## config.mk

```make
export PLATFORM = sky130hd
export DESIGN_NAME = hazard_fwd_unit_flat
export DESIGN_NICKNAME = d
export VERILOG_FILES = /design/src/rtl/hazard_fwd_unit_pkg.sv /design/src/rtl/hazard_fwd_unit_if.sv /design/src/rtl/hazard_fwd_unit_fwd_select.sv /design/src/rtl/hazard_fwd_unit.sv /design/src/flat_wrapper.sv
export SDC_FILE = /design/constraint.sdc
export NUM_CORES = 1
export LEC_CHECK = 0
export ABC_AREA = 1
export BUFFER_PORTS_ARGS = -buffer_cell sky130_fd_sc_hd__buf_4
export CELL_PAD_IN_SITES_DETAIL_PLACEMENT = 1
export CELL_PAD_IN_SITES_GLOBAL_PLACEMENT = 2
export CORE_MARGIN = 3
export CORE_UTILIZATION = 15
export DETAILED_ROUTE_END_ITERATION = 10
export PLACE_DENSITY = 0.89
export SETUP_SLACK_MARGIN = 0.05
export SLEW_MARGIN = 40
export SYNTH_ARGS = -nofsm -noshare
export SYNTH_HDL_FRONTEND = slang
export SYNTH_SLANG_ARGS = --single-unit
```

## constraint.sdc

```tcl
create_clock -name clk -period 0.9 [get_ports clk]
set_input_delay 0.18 -clock clk [delete_from_list [all_inputs] [get_ports clk]]
set_output_delay 0.18 -clock clk [all_outputs]
set_load 0.005 [all_outputs]
```

## src/rtl/hazard_fwd_unit_pkg.sv

```systemverilog
// Shared encodings for the forwarding/hazard unit: forward selects, control opcodes, stall FSM states.
// Pure definitions, no logic or timing of its own.
package hazard_pkg;

    localparam logic [1:0] FWD_RF  = 2'b00;
    localparam logic [1:0] FWD_EX  = 2'b01;
    localparam logic [1:0] FWD_MEM = 2'b10;
    localparam logic [1:0] FWD_WB  = 2'b11;

    localparam logic [5:0] OP_JR   = 6'd8;
    localparam logic [5:0] OP_CALL = 6'd9;

    typedef enum logic [1:0] {
        IDLE       = 2'd0,
        LOAD_STALL = 2'd1,
        CTRL_STALL = 2'd2
    } stall_state_t;

    function automatic int max_int(input int a, input int b);
        return (a > b) ? a : b;
    endfunction

endpackage

```

## src/rtl/hazard_fwd_unit_if.sv

```systemverilog
// Pipeline-side bundle of the hazard unit; HAZARD_STATS_EN adds the two stall statistics counters.
// Master drives the pipeline register fields, slave (the unit) returns selects and stall.
interface hazard_fwd_unit_if #(
    parameter int REG_W   = 4,
    parameter int NUM_SRC = 2
);
    logic [NUM_SRC*REG_W-1:0] id_ex_rs;
    logic [REG_W-1:0]         id_ex_rd;
    logic [REG_W-1:0]         ex_mem_rd;
    logic [REG_W-1:0]         mem_wb_rd;
    logic                     id_ex_regwrite;
    logic                     ex_mem_regwrite;
    logic                     mem_wb_regwrite;
    logic                     id_ex_memrd;
    logic                     mem_wb_datawrite;
    logic [5:0]               opcode;
    logic                     exception;
    logic [2*NUM_SRC-1:0]     fwd_sel;
    logic                     stall;
    logic [1:0]               stall_state;
`ifdef HAZARD_STATS_EN
    logic [15:0]              load_stall_cycles;
    logic [15:0]              ctrl_stall_cycles;
`endif

    modport master (
`ifdef HAZARD_STATS_EN
        input  load_stall_cycles, ctrl_stall_cycles,
`endif
        output id_ex_rs, id_ex_rd, ex_mem_rd, mem_wb_rd,
        output id_ex_regwrite, ex_mem_regwrite, mem_wb_regwrite,
        output id_ex_memrd, mem_wb_datawrite, opcode, exception,
        input  fwd_sel, stall, stall_state
    );

    modport slave (
`ifdef HAZARD_STATS_EN
        output load_stall_cycles, ctrl_stall_cycles,
`endif
        input  id_ex_rs, id_ex_rd, ex_mem_rd, mem_wb_rd,
        input  id_ex_regwrite, ex_mem_regwrite, mem_wb_regwrite,
        input  id_ex_memrd, mem_wb_datawrite, opcode, exception,
        output fwd_sel, stall, stall_state
    );
endinterface

```

## src/rtl/hazard_fwd_unit_fwd_select.sv

```systemverilog
// Single-channel forward selector, youngest producing stage wins; register 0 never forwards.
// Purely combinational, zero latency, no backpressure.
module fwd_select
    import hazard_pkg::*;
#(
    parameter int REG_W = 4
) (
    input  logic [REG_W-1:0] rs,
    input  logic [REG_W-1:0] id_ex_rd,
    input  logic [REG_W-1:0] ex_mem_rd,
    input  logic [REG_W-1:0] mem_wb_rd,
    input  logic             id_ex_regwrite,
    input  logic             ex_mem_regwrite,
    input  logic             mem_wb_regwrite,
    input  logic             mem_wb_datawrite,
    output logic [1:0]       sel
);

    always_comb begin
        sel = FWD_RF;
        if (id_ex_regwrite && (id_ex_rd != '0) && (id_ex_rd == rs)) begin
            sel = FWD_EX;
        end else if (ex_mem_regwrite && (ex_mem_rd != '0) && (ex_mem_rd == rs)) begin
            sel = FWD_MEM;
        end else if (mem_wb_regwrite && !mem_wb_datawrite &&
                     (mem_wb_rd != '0) && (mem_wb_rd == rs)) begin
            sel = FWD_WB;
        end
    end

endmodule

```

## src/rtl/hazard_fwd_unit.sv

```systemverilog
// Per-operand forwarding plus counted load-use / JR-CALL stall FSM; fwd_sel zero latency, first stall cycle combinational.
// Exception or reset drops stall immediately; HAZARD_STATS_EN adds saturating stall-cycle counters.
module hazard_fwd_unit
    import hazard_pkg::*;
#(
    parameter int REG_W        = 4,
    parameter int NUM_SRC      = 2,
    parameter int LOAD_LAT     = 1,
    parameter int CTRL_BUBBLES = 1
) (
    input  logic              clk,
    input  logic              reset,
    hazard_fwd_unit_if.slave  bus
);

    localparam int MAX_LAT = max_int(LOAD_LAT, CTRL_BUBBLES);
    localparam int CNT_W   = $clog2(MAX_LAT) + 1;

    logic [2*NUM_SRC-1:0] sel;
    logic                 load_hz;
    logic                 ctrl_hz;
    logic [CNT_W-1:0]     load_len;
    logic [CNT_W-1:0]     cnt;
    stall_state_t         state;
    logic                 stall;

    for (genvar ch = 0; ch < NUM_SRC; ch++) begin : g_ch
        fwd_select #(.REG_W(REG_W)) u_fwd_select (
            .rs               (bus.id_ex_rs[ch*REG_W +: REG_W]),
            .id_ex_rd         (bus.id_ex_rd),
            .ex_mem_rd        (bus.ex_mem_rd),
            .mem_wb_rd        (bus.mem_wb_rd),
            .id_ex_regwrite   (bus.id_ex_regwrite),
            .ex_mem_regwrite  (bus.ex_mem_regwrite),
            .mem_wb_regwrite  (bus.mem_wb_regwrite),
            .mem_wb_datawrite (bus.mem_wb_datawrite),
            .sel              (sel[2*ch +: 2])
        );
    end

    always_comb begin
        load_hz = 1'b0;
        for (int i = 0; i < NUM_SRC; i++) begin
            if (sel[2*i +: 2] == FWD_EX) begin
                load_hz = 1'b1;
            end
        end
        load_hz = load_hz & bus.id_ex_memrd;
        ctrl_hz = ((bus.opcode == OP_JR) || (bus.opcode == OP_CALL)) && !bus.exception;
        // A simultaneous control hazard stretches the load stall to cover both.
        load_len = ctrl_hz ? CNT_W'(MAX_LAT - 1) : CNT_W'(LOAD_LAT - 1);
    end

    always_comb begin
        stall = 1'b0;
        if (!reset && !bus.exception) begin
            stall = (state != IDLE) || load_hz || ctrl_hz;
        end
    end

    always_ff @(posedge clk) begin
        if (reset || bus.exception) begin
            state <= IDLE;
            cnt   <= '0;
        end else begin
            case (state)
                IDLE: begin
                    if (load_hz && (load_len != '0)) begin
                        state <= LOAD_STALL;
                        cnt   <= load_len;
                    end else if (ctrl_hz && !load_hz && (CTRL_BUBBLES > 1)) begin
                        state <= CTRL_STALL;
                        cnt   <= CNT_W'(CTRL_BUBBLES - 1);
                    end
                end
                LOAD_STALL, CTRL_STALL: begin
                    if (cnt == CNT_W'(1)) begin
                        state <= IDLE;
                        cnt   <= '0;
                    end else begin
                        cnt <= cnt - CNT_W'(1);
                    end
                end
                default: begin
                    state <= IDLE;
                    cnt   <= '0;
                end
            endcase
        end
    end

    assign bus.fwd_sel     = sel;
    assign bus.stall       = stall;
    assign bus.stall_state = state;

`ifdef HAZARD_STATS_EN
    logic [15:0] load_cycles;
    logic [15:0] ctrl_cycles;

    // In IDLE the cycle is charged to load whenever a load hazard is present.
    always_ff @(posedge clk) begin
        if (reset) begin
            load_cycles <= '0;
            ctrl_cycles <= '0;
        end else if (stall) begin
            if ((state == LOAD_STALL) || ((state == IDLE) && load_hz)) begin
                if (load_cycles != 16'hFFFF) load_cycles <= load_cycles + 16'd1;
            end else begin
                if (ctrl_cycles != 16'hFFFF) ctrl_cycles <= ctrl_cycles + 16'd1;
            end
        end
    end

    assign bus.load_stall_cycles = load_cycles;
    assign bus.ctrl_stall_cycles = ctrl_cycles;
`endif

endmodule
```

## src/flat_wrapper.sv

```systemverilog
// flat-port wrapper written by rule: the top's interface ports become plain ports
module hazard_fwd_unit_flat import hazard_pkg::*;
#(
    parameter int REG_W        = 4,
    parameter int NUM_SRC      = 2,
    parameter int LOAD_LAT     = 1,
    parameter int CTRL_BUBBLES = 1
)
  (clk, reset, bus_id_ex_rs, bus_id_ex_rd, bus_ex_mem_rd, bus_mem_wb_rd, bus_id_ex_regwrite, bus_ex_mem_regwrite, bus_mem_wb_regwrite, bus_id_ex_memrd, bus_mem_wb_datawrite, bus_opcode, bus_exception, bus_fwd_sel, bus_stall, bus_stall_state);
  hazard_fwd_unit_if #(.REG_W(REG_W), .NUM_SRC(NUM_SRC)) bus_i ();
  input  logic clk;
  input  logic reset;
  input wire logic [$bits(bus_i.id_ex_rs)-1:0] bus_id_ex_rs;
  input wire logic [$bits(bus_i.id_ex_rd)-1:0] bus_id_ex_rd;
  input wire logic [$bits(bus_i.ex_mem_rd)-1:0] bus_ex_mem_rd;
  input wire logic [$bits(bus_i.mem_wb_rd)-1:0] bus_mem_wb_rd;
  input wire logic [$bits(bus_i.id_ex_regwrite)-1:0] bus_id_ex_regwrite;
  input wire logic [$bits(bus_i.ex_mem_regwrite)-1:0] bus_ex_mem_regwrite;
  input wire logic [$bits(bus_i.mem_wb_regwrite)-1:0] bus_mem_wb_regwrite;
  input wire logic [$bits(bus_i.id_ex_memrd)-1:0] bus_id_ex_memrd;
  input wire logic [$bits(bus_i.mem_wb_datawrite)-1:0] bus_mem_wb_datawrite;
  input wire logic [$bits(bus_i.opcode)-1:0] bus_opcode;
  input wire logic [$bits(bus_i.exception)-1:0] bus_exception;
  output wire logic [$bits(bus_i.fwd_sel)-1:0] bus_fwd_sel;
  output wire logic [$bits(bus_i.stall)-1:0] bus_stall;
  output wire logic [$bits(bus_i.stall_state)-1:0] bus_stall_state;
  assign bus_i.id_ex_rs = bus_id_ex_rs;
  assign bus_i.id_ex_rd = bus_id_ex_rd;
  assign bus_i.ex_mem_rd = bus_ex_mem_rd;
  assign bus_i.mem_wb_rd = bus_mem_wb_rd;
  assign bus_i.id_ex_regwrite = bus_id_ex_regwrite;
  assign bus_i.ex_mem_regwrite = bus_ex_mem_regwrite;
  assign bus_i.mem_wb_regwrite = bus_mem_wb_regwrite;
  assign bus_i.id_ex_memrd = bus_id_ex_memrd;
  assign bus_i.mem_wb_datawrite = bus_mem_wb_datawrite;
  assign bus_i.opcode = bus_opcode;
  assign bus_i.exception = bus_exception;
  assign bus_fwd_sel = bus_i.fwd_sel;
  assign bus_stall = bus_i.stall;
  assign bus_stall_state = bus_i.stall_state;
  hazard_fwd_unit #(.REG_W(REG_W), .NUM_SRC(NUM_SRC), .LOAD_LAT(LOAD_LAT), .CTRL_BUBBLES(CTRL_BUBBLES)) u_core (.clk(clk), .reset(reset), .bus(bus_i));
endmodule
```

==> results.toml <==
[cells_and_area]
clockBufferCount = 0
seq_area_um2 = 0
seq_cells = 0
syn_to_final_growth_pct = 100
final_cells = 184
num_antenna_cells = 0
nNetsFinal = 176
fin_area_um2 = 1000
layout-drive-gt1-share_pct = 50.0

[logic_synthesis]
synth_area_per_cell_um2 = 4.82
yosysSeqAreaShare_pct = 0
synth_most_common_cell = "nand2_1"
synth_warnings = 0
netlist_top_cells_count = "37 x nand2_1, 14 x nor2_1, 12 x inv_1"
yosys.area.top_type_share_pct = 27.7
ys_types = 17
netlist_top_cells_area = "nand2_1 28%, xor2_1 14%, nor2_1 10%"
synth_area_um2 = 502
syn_inst = 104
synth_area_leader_cell = "nand2_1"

[setup_path]
arrival_ps = 990
crit_chain = "buf_4, nor2_1, a21boi_1, nand4_1, a21boi_1, buf_4"
cp_top_family = "compound AO/OA/AOI/OAI gates"
cp_max_fo = 3
cp.required_ps = 720
worst_path_max_delay_cell = "a21boi_1"
endpoint_kind = "primary output"
crit_type = "in2out"
crit_buf_inv = 2
cpPeakStageDelay_ps = 190
cp-start-kind = "input pin"

[power_and_ir_drop]
powerDensity_nw_per_um2 = 417
pwr-share-comb_pct = 100.0
p_sw_share_pct = 43.9
p_int_uw = 235
p_leak_nw = 0.543
p_switching_uw = 184
power_frac_clock_pct = 0
seq_power_share_pct = 0
ir_drop_uv = 149

[placed_design]
hpwl_mm = 1.72
place_area_um2 = 833
globalplace.congestion = 0.775
dp.cells = 184
io_buffers = 37
pre_cts_ws_ps = -364

[drt]
drcViolationCount = 0
via_per_inst = 4.07
wl_per_cell_um = 10.3
vias = 748
postRouteAntennaNets = 0
firstDrtPassIters = 2
routed_wl_mm = 1.90
initialDrtViolationCount = 6

[floorplanning]
fp-row-count = 20
core_area_um2 = 3130
die_area_um2 = 4070
io_pins = 41
die_h_um = 63.8
die_x_um = 63.8
initial_utilization_pct = 16.0

[timing]
final-hold-violation-count = 0
setup_ws_ps = -271
rsz0062_at_grt = "yes"
finalCriticalPeriod_ps = 1170
max_freq_ghz = 0.854
period_share_pct = 130
setup_violations = 5
slew_violations = 0
final.setup.tns_ps = -1270

[grt]
grt_pass1_wl_mm = 2.99
antenna_found_initial = 0
grt.overflow.total = 0
gr-usage-all-layers_pct = 8.54
grt_pass1_vias = 721
grt_max_degree = 5

[run_status]
outcome = "complete, but fails checks"
failed_checks = "setup timing"

[hold_path]
hp-class = "in2out"

[flow_run]
cap_violations = 0

[cts]
hold_buffers = 0
==> kinds of logic after synthesis <==
kind of cell | Yosys count | synth area share (%)
AOI/OAI and AO/OA | 9 | 12.2
xor gates and xnor gates | 12 | 20.9
and+or+nand+nor | 60 | 48.1
other | 1 | 0.747
buffers and inverters | 22 | 18.0
==> power by group through the flow <==
stage          registers [mW]  clock network, mW  logic [mW]
6_report                    0                  0       0.419
5_1_grt                     0                  0       0.461
4_1_cts                     0                  0       0.395
3_5_place_dp                0                  0       0.343
3_3_place_gp                0                  0       0.333
2_1_floorplan               0                  0       0.153
==> metal layers <==
metal,part of all wire (%),GRT usage [%],wire (um),vias up
met5,0,0,0,-
met4,0,0,0,0
met3,6.3,1.41,120,0
met2,53,16.6,1020,23
met1,40,10.2,767,345
li1,-,-,-,380
==> area by class of cell <==
class                           count  area, um2
Fill cell                         414       2120
Multi-Input combinational cell     83        468
Timing Repair Buffer               37        389
Inverter                           20       92.6
Tap cell                           44       55.1
==> metrics by stage <==
stage	power [mW]	hold WS, ps	utilization [%]
6_report	0.419	684	32.1
5_1_grt	0.461	707	32.1
4_1_cts	0.395	684	30.2
3_5_place_dp	0.343	682	26.6
3_3_place_gp	0.333	672	26.6
2_1_floorplan	0.153	465	-
==> worst paths after layout <==
check	startpoint	endpoint	slack, ps	cells past startpoint
worst max-delay path	bus_ex_mem_rd[2]	bus_fwd_sel[3]	-270	6
worst min-delay path	reset	bus_stall	680	4
==> cell usage in the layout, fill, tap and decap left out <==
master    count
nand2_1      28
buf_4        20
nor2_1       12
inv_2        10
xor2_1        8
nand2_2       8
buf_8         8
buf_6         7
inv_1         5
inv_4         4
xnor2_1       4
a21boi_1      3
nand4_1       3
a21oi_2       3
a21oi_1       2
nand3_1       2
nand3_2       2
nor2_2        2
conb_1        2
buf_12        2
nor3_1        1
a31oi_2       1
inv_8         1
nand2_4       1
or2_2         1
==> repair_timing <==
item	in CTS	in global routing
gates resized for setup	35	17
setup buffers	0	0
pin swaps	22	11
endpoints found under the setup margin	5	5
==> tightest hold or removal path: stages <==
cell     delay, ps
buf_4           70
or2_2          100
a21oi_2         30
buf_4          120
No activity file was read; power rests on OpenSTA's default activity.
